## config.mk

```make
export PLATFORM = sky130hd
export DESIGN_NAME = rv32_fetch_buffer
export DESIGN_NICKNAME = d
export VERILOG_FILES = /design/src/rtl/rv32_fetch_buffer.sv
export SDC_FILE = /design/constraint.sdc
export NUM_CORES = 1
export LEC_CHECK = 0
export CORE_ASPECT_RATIO = 2
export CORE_MARGIN = 3
export CORE_UTILIZATION = 25
export DETAILED_ROUTE_END_ITERATION = 10
export SLEW_MARGIN = 20
export SYNTH_ARGS = -nofsm -noshare
export SYNTH_HDL_FRONTEND = slang
export SYNTH_SLANG_ARGS = --single-unit
export TNS_END_PERCENT = 30
```

## constraint.sdc

```tcl
create_clock -name clk -period 4.2 [get_ports clk]
set_input_delay 1.26 -clock clk [delete_from_list [all_inputs] [get_ports clk]]
set_output_delay 1.26 -clock clk [all_outputs]
set_load 0.02 [all_outputs]
```

## src/rtl/rv32_fetch_buffer.sv

```systemverilog
`default_nettype none
// ============================================================================
// rv32_fetch_buffer: PC, one-deep in-flight tracker and DEPTH-entry queue
// between the instruction ROM and ID. Optional bypass: FB_BYPASS_EN. Rev 1.0
// ============================================================================
module rv32_fetch_buffer #(
  parameter int              XLEN     = 32,
  parameter int              DEPTH    = 4,
  parameter logic [XLEN-1:0] RESET_PC = '0
) (
  input  logic            clk,
  input  logic            rst_n,
  output logic            fetch_req_o,
  output logic [XLEN-1:0] fetch_pc_o,
  input  logic [XLEN-1:0] rom_inst_i,
  output logic            fb_valid_o,
  output logic [XLEN-1:0] fb_inst_o,
  output logic [XLEN-1:0] fb_pc_o,
  input  logic            id_ready_i,
  input  logic            id_jump_en_i,
  input  logic [XLEN-1:0] id_jump_pc_i,
  input  logic            ex_redirect_i,
  input  logic [XLEN-1:0] ex_redirect_pc_i
);

  localparam int              PTR_W   = $clog2(DEPTH);
  localparam int              CNT_W   = PTR_W + 1;
  localparam logic [CNT_W:0]  DEPTH_C = DEPTH[CNT_W:0];
  localparam logic [XLEN-1:0] NOP     = XLEN'(32'h0000_0013);

  logic [XLEN-1:0]  pc;
  logic [XLEN-1:0]  pc_q;
  logic             req_q;
  logic             drop_q;
  logic [CNT_W-1:0] count;
  logic [PTR_W-1:0] rd_ptr;
  logic [PTR_W-1:0] wr_ptr;
  logic [XLEN-1:0]  q_inst [DEPTH];
  logic [XLEN-1:0]  q_pc   [DEPTH];

  logic             redir;
  logic [XLEN-1:0]  target;
  logic [CNT_W:0]   inflight;
  logic             space;
  logic             resp;
  logic             q_nonempty;
  logic             q_pop;
  logic             q_wr;

  assign redir      = ex_redirect_i | id_jump_en_i;
  assign target     = ex_redirect_i ? ex_redirect_pc_i : id_jump_pc_i;
  // Credit is taken from registered state only, so a pop never feeds fetch_req_o.
  assign inflight   = {1'b0, count} + {{CNT_W{1'b0}}, req_q};
  assign space      = inflight < DEPTH_C;
  assign fetch_req_o = space & ~redir;
  assign fetch_pc_o = pc;

  assign resp       = req_q & ~drop_q & ~redir;
  assign q_nonempty = (count != '0);
  assign q_pop      = q_nonempty & id_ready_i;

`ifdef FB_BYPASS_EN
  logic bypass;
  assign bypass = resp & ~q_nonempty;
  assign q_wr   = resp & ~(bypass & id_ready_i);
`else
  assign q_wr   = resp;
`endif

  always_comb begin
    fb_valid_o = 1'b0;
    fb_inst_o  = NOP;
    fb_pc_o    = '0;
    if (q_nonempty) begin
      fb_valid_o = 1'b1;
      fb_inst_o  = q_inst[rd_ptr];
      fb_pc_o    = q_pc[rd_ptr];
    end
`ifdef FB_BYPASS_EN
    else if (bypass) begin
      fb_valid_o = 1'b1;
      fb_inst_o  = rom_inst_i;
      fb_pc_o    = pc_q;
    end
`endif
  end

  always_ff @(posedge clk or negedge rst_n) begin
    if (!rst_n) begin
      pc     <= RESET_PC;
      pc_q   <= '0;
      req_q  <= 1'b0;
      drop_q <= 1'b0;
      count  <= '0;
      rd_ptr <= '0;
      wr_ptr <= '0;
    end else if (redir) begin
      pc     <= target;
      req_q  <= 1'b0;
      drop_q <= 1'b1;
      count  <= '0;
      rd_ptr <= wr_ptr;
    end else begin
      if (fetch_req_o) begin
        pc     <= pc + XLEN'(4);
        pc_q   <= pc;
        req_q  <= 1'b1;
        drop_q <= 1'b0;
      end else begin
        req_q  <= 1'b0;
      end
      if (q_wr) begin
        wr_ptr <= wr_ptr + PTR_W'(1);
      end
      if (q_pop) begin
        rd_ptr <= rd_ptr + PTR_W'(1);
      end
      count <= count + {{(CNT_W-1){1'b0}}, q_wr} - {{(CNT_W-1){1'b0}}, q_pop};
    end
  end

  // Queue storage needs no reset; occupancy is tracked by count.
  always_ff @(posedge clk) begin
    if (q_wr) begin
      q_inst[wr_ptr] <= rom_inst_i;
      q_pc[wr_ptr]   <= pc_q;
    end
  end

endmodule
`default_nettype wire

```

Yosys cells after proc, flatten, opt, wreduce, memory -nomap -nowiden
Memory sizes are Yosys's and may differ from the RTL's.
Index checks and enable logic that the tools add are counted.
{ "word_totals": {"regBits": 73, "mem_bits_rw": 256, "out_inout_bits": 98, "elab_cells": 43, "memories": 2} }
{ "classes": {"n_addsub": 6, "n_lt_le_gt_ge": 1, "mux": 15, "bitwise_logic": 7, "n_reduce_logical": 5} }
{ "mem_list": {"columns": ["memory", "words", "word_bits", "rd", "rd_clocked_by_memory_dff", "write_ports", "line_no", "source"], "rows": [
  ["q_inst", 4, 32, 1, 0, 1, "38", "logic [XLEN-1:0] q_inst [DEPTH];"],
  ["q_pc", 4, 32, 1, 0, 1, "39", "logic [XLEN-1:0] q_pc [DEPTH];"]
]} }
{ "op_table": {"columns": ["cell", "count"], "rows": [
  ["$mux W32", 5],
  ["$add A32 B3 Y32 const B", 1],
  ["$mux W1", 7],
  ["$add A2 B1 Y2 const B", 2],
  ["$add A3 B1 Y4", 1],
  ["$and A1 B1 Y1", 4],
  ["$lt A4 B3 Y1 const B", 1],
  ["$mux W2", 2],
  ["$reduce_and A2 Y1", 2],
  ["$reduce_bool A2 Y1", 2],
  ["$add A3 B1 Y3", 1],
  ["$mux W3", 1],
  ["$reduce_bool A3 Y1", 1],
  ["$sub A3 B1 Y3", 1],
  ["$not A1 Y1", 2],
  ["$or A1 B1 Y1", 1]
]} }

Longest topological paths before layout
Gate-level depths: netlist of the first run.
{ "depth": {"ltp_word": 6, "depth_mapped": 12, "depth_no_buf": 10} }

Least setup slack after synthesis of the first run
Ideal clock, no wire load.
{ "synth_path": {"path_kind": "input -> register", "start": "in id_jump_en_i", "end": "mem q_inst[0][0] (enable)", "setup_time_ns": 0.429, "arrival_ns": 3.690, "setup_slack_ns": 0.081, "path_stages": 5, "path_cell_list": "buf_2 -> nor2_1 -> and3_1 -> clkbuf_1 -> and2_1"} }
{ "synth_between": {"elab_chain_cells": 5} }
{ "synth_rtl": {"columns": ["element", "line_no", "source"], "rows": [
  ["from (decl)", "20", "input logic id_jump_en_i,"],
  ["$or A1 B1 Y1", "50", "assign redir = ex_redirect_i | id_jump_en_i;"],
  ["$not A1 Y1 (no source line)", null, null],
  ["$and A1 B1 Y1", "58", "assign resp = req_q & ~drop_q & ~redir;"],
  ["$mux W1", "124", "if (q_wr) begin"],
  ["$mux W1 (implied by the code)", "125", "q_inst[wr_ptr] <= rom_inst_i;"],
  ["to (decl)", "38", null]
]} }
Every way passes these cells.

Worst setup path in the final report of the first run
{ "layout_path": {"start": "in id_jump_en_i", "end": "out fetch_req_o"} }
{ "layout_between": {"elab_chain_cells": 3} }
{ "layout_rtl": {"columns": ["element", "line_no", "source"], "rows": [
  ["$or A1 B1 Y1", "50", null],
  ["$not A1 Y1 (no source line)", null, null],
  ["$and A1 B1 Y1", "55", "assign fetch_req_o = space & ~redir;"],
  ["to (decl)", "13", "output logic fetch_req_o,"]
]} }
Every way passes these cells.

==> flow_summary.toml, run 1 <==
[outcome]
status = "finished clean"

[place]
place_hpwl_um = 22800
globalplace.congestion = 0.717
place_inst = 1619
portBuffers = 198
dpl_cell_area_um2 = 16500

[worst_setup_path]
worstSetupEndpointType = "output port"
r2r_slack_ps = 1540
crit_type = "input port to output port"
r2r-start = "count[2]"
cp-start-kind = "input port"
r2r_cells = 11
r2r-end = "count[2]"
worstPathRequired_ps = 2940
path_max_fanout = 6
crit_arrival_ps = 2780

[floorplan]
rows = 119
core_um2 = 53000
fp.dieW_um = 170
start_util = 0.254
dieHeight_um = 335
dieArea_um2 = 56900
io_pins = 199

[drt]
wl_met3_um = 1480
drt-total-wl_um = 33300
highest_layer = "met5"
dr.first_iter.drc_count = 296
drt-met1-wl_um = 13300
met2_length_um = 17800
drc = 0
dr.pass1.iters = 4
antenna_left = 0
vias = 7544
routedWlPerCell_um = 19.8
via_per_inst = 4.48

[synth]
synth_ff_type = "edfxtp_1"
synth.distinct_cells = 48
synth_edf_count = 256
synth_area_um2 = 13500
syn_inst = 776
yosys_warnings = 0
netlist_top_cells_area = "edfxtp_1 (57%), dfrtp_1 (14%), mux4_2 (11%), and2_1 (3.2%), mux2_2 (2.3%)"
yosysTopAreaCellShare = 0.570
ys_ff_latch = 329
ys_seq_area_frac = 0.705
ys_async_sr_fraction = 0.222
yosysTopAreaCell = "edfxtp_1"
syn_area_per_cell_um2 = 17.4
syn_nets = 886

[global_route]
grt_max_degree = 64
grt_pass1_vias = 8098
grt-ovfl-total = 0
antenna_found_initial = 4
grt_usage = 0.115
grt_pass1_wl_um = 49800

[worst_hold_path]
holdPathStages = 0
min-delay-start = "pc_q[9]"
hp-class = "flop to flop"
hold_end = "q_pc[1][9]"

[timing]
worst_slew_pin_slew_ps = 916
report.final.slew_viol_count = 0
finalHoldViolCount = 0
finalClockSkew_ps = 19.4
fin_crit_ps = 4040
rsz0062_at_grt = "no"
max_freq_mhz = 247
tns_ps = 0
fin_crit_sh = 0.963
relSlewSlack = 0.387
setup_viol = 0

[finish]
n_fill_cell = 5180
fin_cells = 1684
drive_gt1_frac = 0.186
postLayoutCellArea_um2 = 17600
nNetsFinal = 1100
post-route-util = 0.331
syn_to_final_growth_pct = 30.1

[clock_network]
cts_tree = "done"
cts_buffer_depth = 3
hold_buffers = 0
worstSkewPairLatency_ps = 580
cts_buffers = 31
clockRootBuffer = "clkbuf_16"
clk_pin_slew_ps = 60
clock-sinks = 329
ctsHtreeMaxLevel = 1

[power]
p_leak_nw = 5.89
irDropWorstVdd_mv = 0.248
power_density_nw_per_um2 = 461
p_total_w = 0.00809

[job]
maxCapViolCount = 0
==> cell families (layout without fill, tap and decap cells) <==
logic type | count (synthesis) | count (layout) | synth area share
flops | 329 | 329 | 0.705
simple gates | 180 | 180 | 0.0783
mux | 97 | 97 | 0.134
compound gates | 81 | 81 | 0.0399
buf+inv | 54 | 293 | 0.0167
xor+xnor | 26 | 26 | 0.0169
fa+ha+maj | 9 | 9 | 0.00890
other cells | 0 | 4 | 0
==> metrics by stage <==
stage	setup WS [ps]	hold WS [ps]
after floorplan	81.2	471
after CTS	114	516
after detailed placement	118	499
final	157	513
after global routing	31.3	539
after global placement	105	483
==> report_power, final <==
part	internal, W	switching (W)	total, W	leakage (nW)
clock	0.00168	0.00126	0.00294	0.516
sequential	0.00370	0.000197	0.00390	3.16
combinational	0.000699	0.000555	0.00125	2.21
==> Yosys cell counts, types with 6 or more instances <==
| library cell | count |
|---|---|
| a211oi_1 | 22 |
| a21oi_1 | 22 |
| and2_1 | 69 |
| and3_1 | 7 |
| buf_2 | 15 |
| clkbuf_1 | 22 |
| dfrtp_1 | 73 |
| edfxtp_1 | 256 |
| ha_1 | 8 |
| inv_1 | 12 |
| mux2_2 | 28 |
| mux4_2 | 64 |
| nand2_1 | 18 |
| nand3_1 | 10 |
| nand4_1 | 21 |
| nor2_1 | 10 |
| nor2b_1 | 24 |
| o21ai_0 | 16 |
| o22ai_1 | 6 |
| xnor2_1 | 6 |
| xor2_1 | 20 |
==> area by class of cell <==
cell class                      instances  area [um^2]  share of cell area
Antenna cell                            4         10.0            0.000570
Clock buffer                           35          791              0.0450
Clock inverter                         23          277              0.0158
Inverter                               12         47.5             0.00271
Multi-Input combinational cell        393         3770               0.215
Sequential cell                       329         9520               0.542
Tap cell                              665          832              0.0474
Timing Repair Buffer                  223         2310               0.132
==> worst max path at each step <==
stage                       startpoint           end
after floorplan           id_jump_en_i  q_inst[0][0]
after global placement    id_jump_en_i   fetch_req_o
after detailed placement  id_jump_en_i   fetch_req_o
after CTS                 id_jump_en_i   fetch_req_o
after global routing      id_jump_en_i   fetch_req_o
final                     id_jump_en_i   fetch_req_o
==> placed cells by master, fill, tap and decap left out, types with 18 or more instances in the layout <==
cell | netlist | final
xor2_1 | 20 | 20
clkbuf_16 | 0 | 31
nand4_1 | 21 | 21
dfrtp_1 | 73 | 71
edfxtp_1 | 256 | 256
clkdlybuf4s50_1 | 0 | 195
a211oi_1 | 22 | 22
and2_1 | 69 | 65
mux2_2 | 28 | 28
mux4_2 | 64 | 64
nand2_1 | 18 | 18
a21oi_1 | 22 | 22
nor2b_1 | 24 | 24
==> per-layer routing <==
layer / vias to the layer above / GRT usage
li1: 3477 / -
met1: 3818 / 0.138
met2: 206 / 0.211
met3: 41 / 0.0162
met4: 2 / 0.0392
met5: - / 0
==> sequential cells by signal, summed over array words and instances (netlist names) <==
name,flops
rd_ptr,2
q_pc,128
count,3
q_inst,128
fetch_pc_o,32
req_q,1
drop_q,1
wr_ptr,2
pc_q,32
==> repair_timing <==
action,in CTS,in global routing
buffers inserted,3,0
hold endpoints to repair,0,0
gates resized for setup,1,0
endpoints found under the setup margin,62,0
==> critical path: stages <==
cell             delay [ps]
clkdlybuf4s50_1         560
nor2_4                  200
nand2_2                  70
inv_1                    80
clkdlybuf4s50_1         610
No activity file was read; power rests on OpenSTA's default activity.
==> run 2: changes to the inputs <==
Settings changed: CTS_CLUSTER_DIAMETER from default to 80, GPL_ROUTABILITY_DRIVEN from default to 0.
==> flow_summary.toml, run 2 (same netlist as run 1, synthesis figures left out) <==
[clock_network]
worstSkewPairLatency_ps = 600
cts_buffer_depth = 3
cts_tree = "done"
ctsHtreeMaxLevel = 1
cts_buffers = 31
clk_pin_slew_ps = 60
clock-sinks = 329
clockRootBuffer = "clkbuf_16"

[floorplan]
dieArea_um2 = 56900
rows = 119
fp.dieW_um = 170
start_util = 0.254
dieHeight_um = 335
core_um2 = 53000
io_pins = 199

[power]
seqPwrFrac = 0.482
p_switching_w = 0.00202
clkPwrFrac = 0.364
p_leak_nw = 5.89
power_density_nw_per_um2 = 461
pwr-share-comb = 0.155
irDropWorstVdd_mv = 0.256
p_sw_frac = 0.249
p_int_w = 0.00608

[job]
maxCapViolCount = 0

[timing]
report.final.slew_viol_count = 0
finalHoldViolCount = 0
fin_crit_sh = 0.962
fin_crit_ps = 4040
setup_viol = 0
tns_ps = 0
fin_ws_ps = 161
finalClockSkew_ps = 30.3
relSlewSlack = 0.386
max_freq_mhz = 248
worst_slew_pin_slew_ps = 917
holdWs_ps = 515
rsz0062_at_grt = "no"

[worst_setup_path]
critPathMaxStageDelay_ps = 610
crit_chain = "clkdlybuf4s50_1 -> nor2_4 -> nand2_2 -> inv_1 -> clkdlybuf4s50_1"
path_max_fanout = 6
cp-start-kind = "input port"
crit_type = "input port to output port"
worstSetupEndpointType = "output port"
crit_arrival_ps = 2780
crit_top_cell = "clkdlybuf4s50_1"
r2r_cells = 11
worstPathRequired_ps = 2940
cp_slowest_cell = "clkdlybuf4s50_1"

[drt]
via_per_inst = 4.45
antenna_left = 0
dr.first_iter.drc_count = 348
routedWlPerCell_um = 19.8
vias = 7501
dr.pass1.iters = 4
drc = 0
drt-total-wl_um = 33400

[worst_hold_path]
hp-class = "flop to flop"
holdPathStages = 0

[finish]
final_cell_mix = "edfxtp_1 (256), clkdlybuf4s50_1 (195), dfrtp_1 (71), and2_1 (65), mux4_2 (64)"
layout_commonest_cell = "edfxtp_1"
post-route-util = 0.331
top_regs = "q_inst (128), q_pc (128)"
drive_gt1_frac = 0.186
nNetsFinal = 1100
syn_to_final_growth_pct = 30.2
n_fill_cell = 5179

[global_route]
grt_max_degree = 64
grt_pass1_wl_um = 49900
grt_usage = 0.116
grt-ovfl-total = 0
grt_pass1_vias = 8095
antenna_found_initial = 4

[outcome]
status = "finished clean"

[place]
pre_cts_slack_ps = 118
place_hpwl_um = 22800
portBuffers = 198
==> run 2: what timing repair did <==
| item | CTS | global route |
|---|---|---|
| setup endpoints to repair | 61 | 0 |
| gates resized for setup | 1 | 0 |
| buffers inserted | 3 | 0 |
| hold buffers | 0 | 0 |
==> run 2: path summary, 6_finish.rpt <==
kind | from | endpoint | slack, ps
worst max-delay path | id_jump_en_i | fetch_req_o | 160
worst min-delay path | pc_q[9] | q_pc[1][9] | 520
worst max register to register | count[2] | count[2] | 1540
worst min register to register | pc_q[9] | q_pc[1][9] | 520
max in group asynchronous | rst_n | fetch_pc_o[28] | 2810
min in group asynchronous | rst_n | pc_q[7] | 660
==> run 2: critical path, delay by kind of cell <==
family	cells	cell delay (ps)
buf+inv	3	1250
simple gates	2	270
==> run 2: per-layer routing <==
layer	up-vias	GRT usage	wire length, um
met2	196	0.211	17700
met4	2	0.0391	832
met5	-	0	7
met3	38	0.0162	1500
met1	3795	0.138	13400
li1	3470	-	-
==> run 2: metrics by stage <==
| step | total power, W | instances | cell area [um^2] |
|---|---|---|---|
| CTS | 0.00827 | 1680 | 17500 |
| global route | 0.00846 | 1680 | 17500 |
| finish | 0.00810 | 1684 | 17600 |
| detailed placement | 0.00525 | 1619 | 16500 |
| floorplan | 0.00469 | 776 | 13500 |
| global placement | 0.00523 | 1619 | 16500 |
==> run 2: cell type report <==
type / count / area [um^2] / area share
flip-flops and latches: 329 / 9520 / 0.542
multi-input cells: 393 / 3770 / 0.215
repair buffers: 223 / 2310 / 0.132
well taps: 665 / 832 / 0.0474
clock buffers: 35 / 791 / 0.0450
clock inverters: 23 / 278 / 0.0158
inverters: 12 / 47.5 / 0.00271
diodes: 4 / 10.0 / 0.000570
==> run 2: power groups by stage <==
stage	Clock (W)	Combinational (W)	Sequential, W
4_1_cts	0.00306	0.00130	0.00390
6_report	0.00294	0.00125	0.00390
3_3_place_gp	0	0.00125	0.00398
2_1_floorplan	0	0.000786	0.00390
5_1_grt	0.00316	0.00137	0.00393
3_5_place_dp	0	0.00126	0.00400
==> run 3: changes to the inputs <==
Settings changed: SLEW_MARGIN 20 to default.
==> results of run 3 <==
Same layout as run 2: the final DEF is identical, and so are final timing and power.
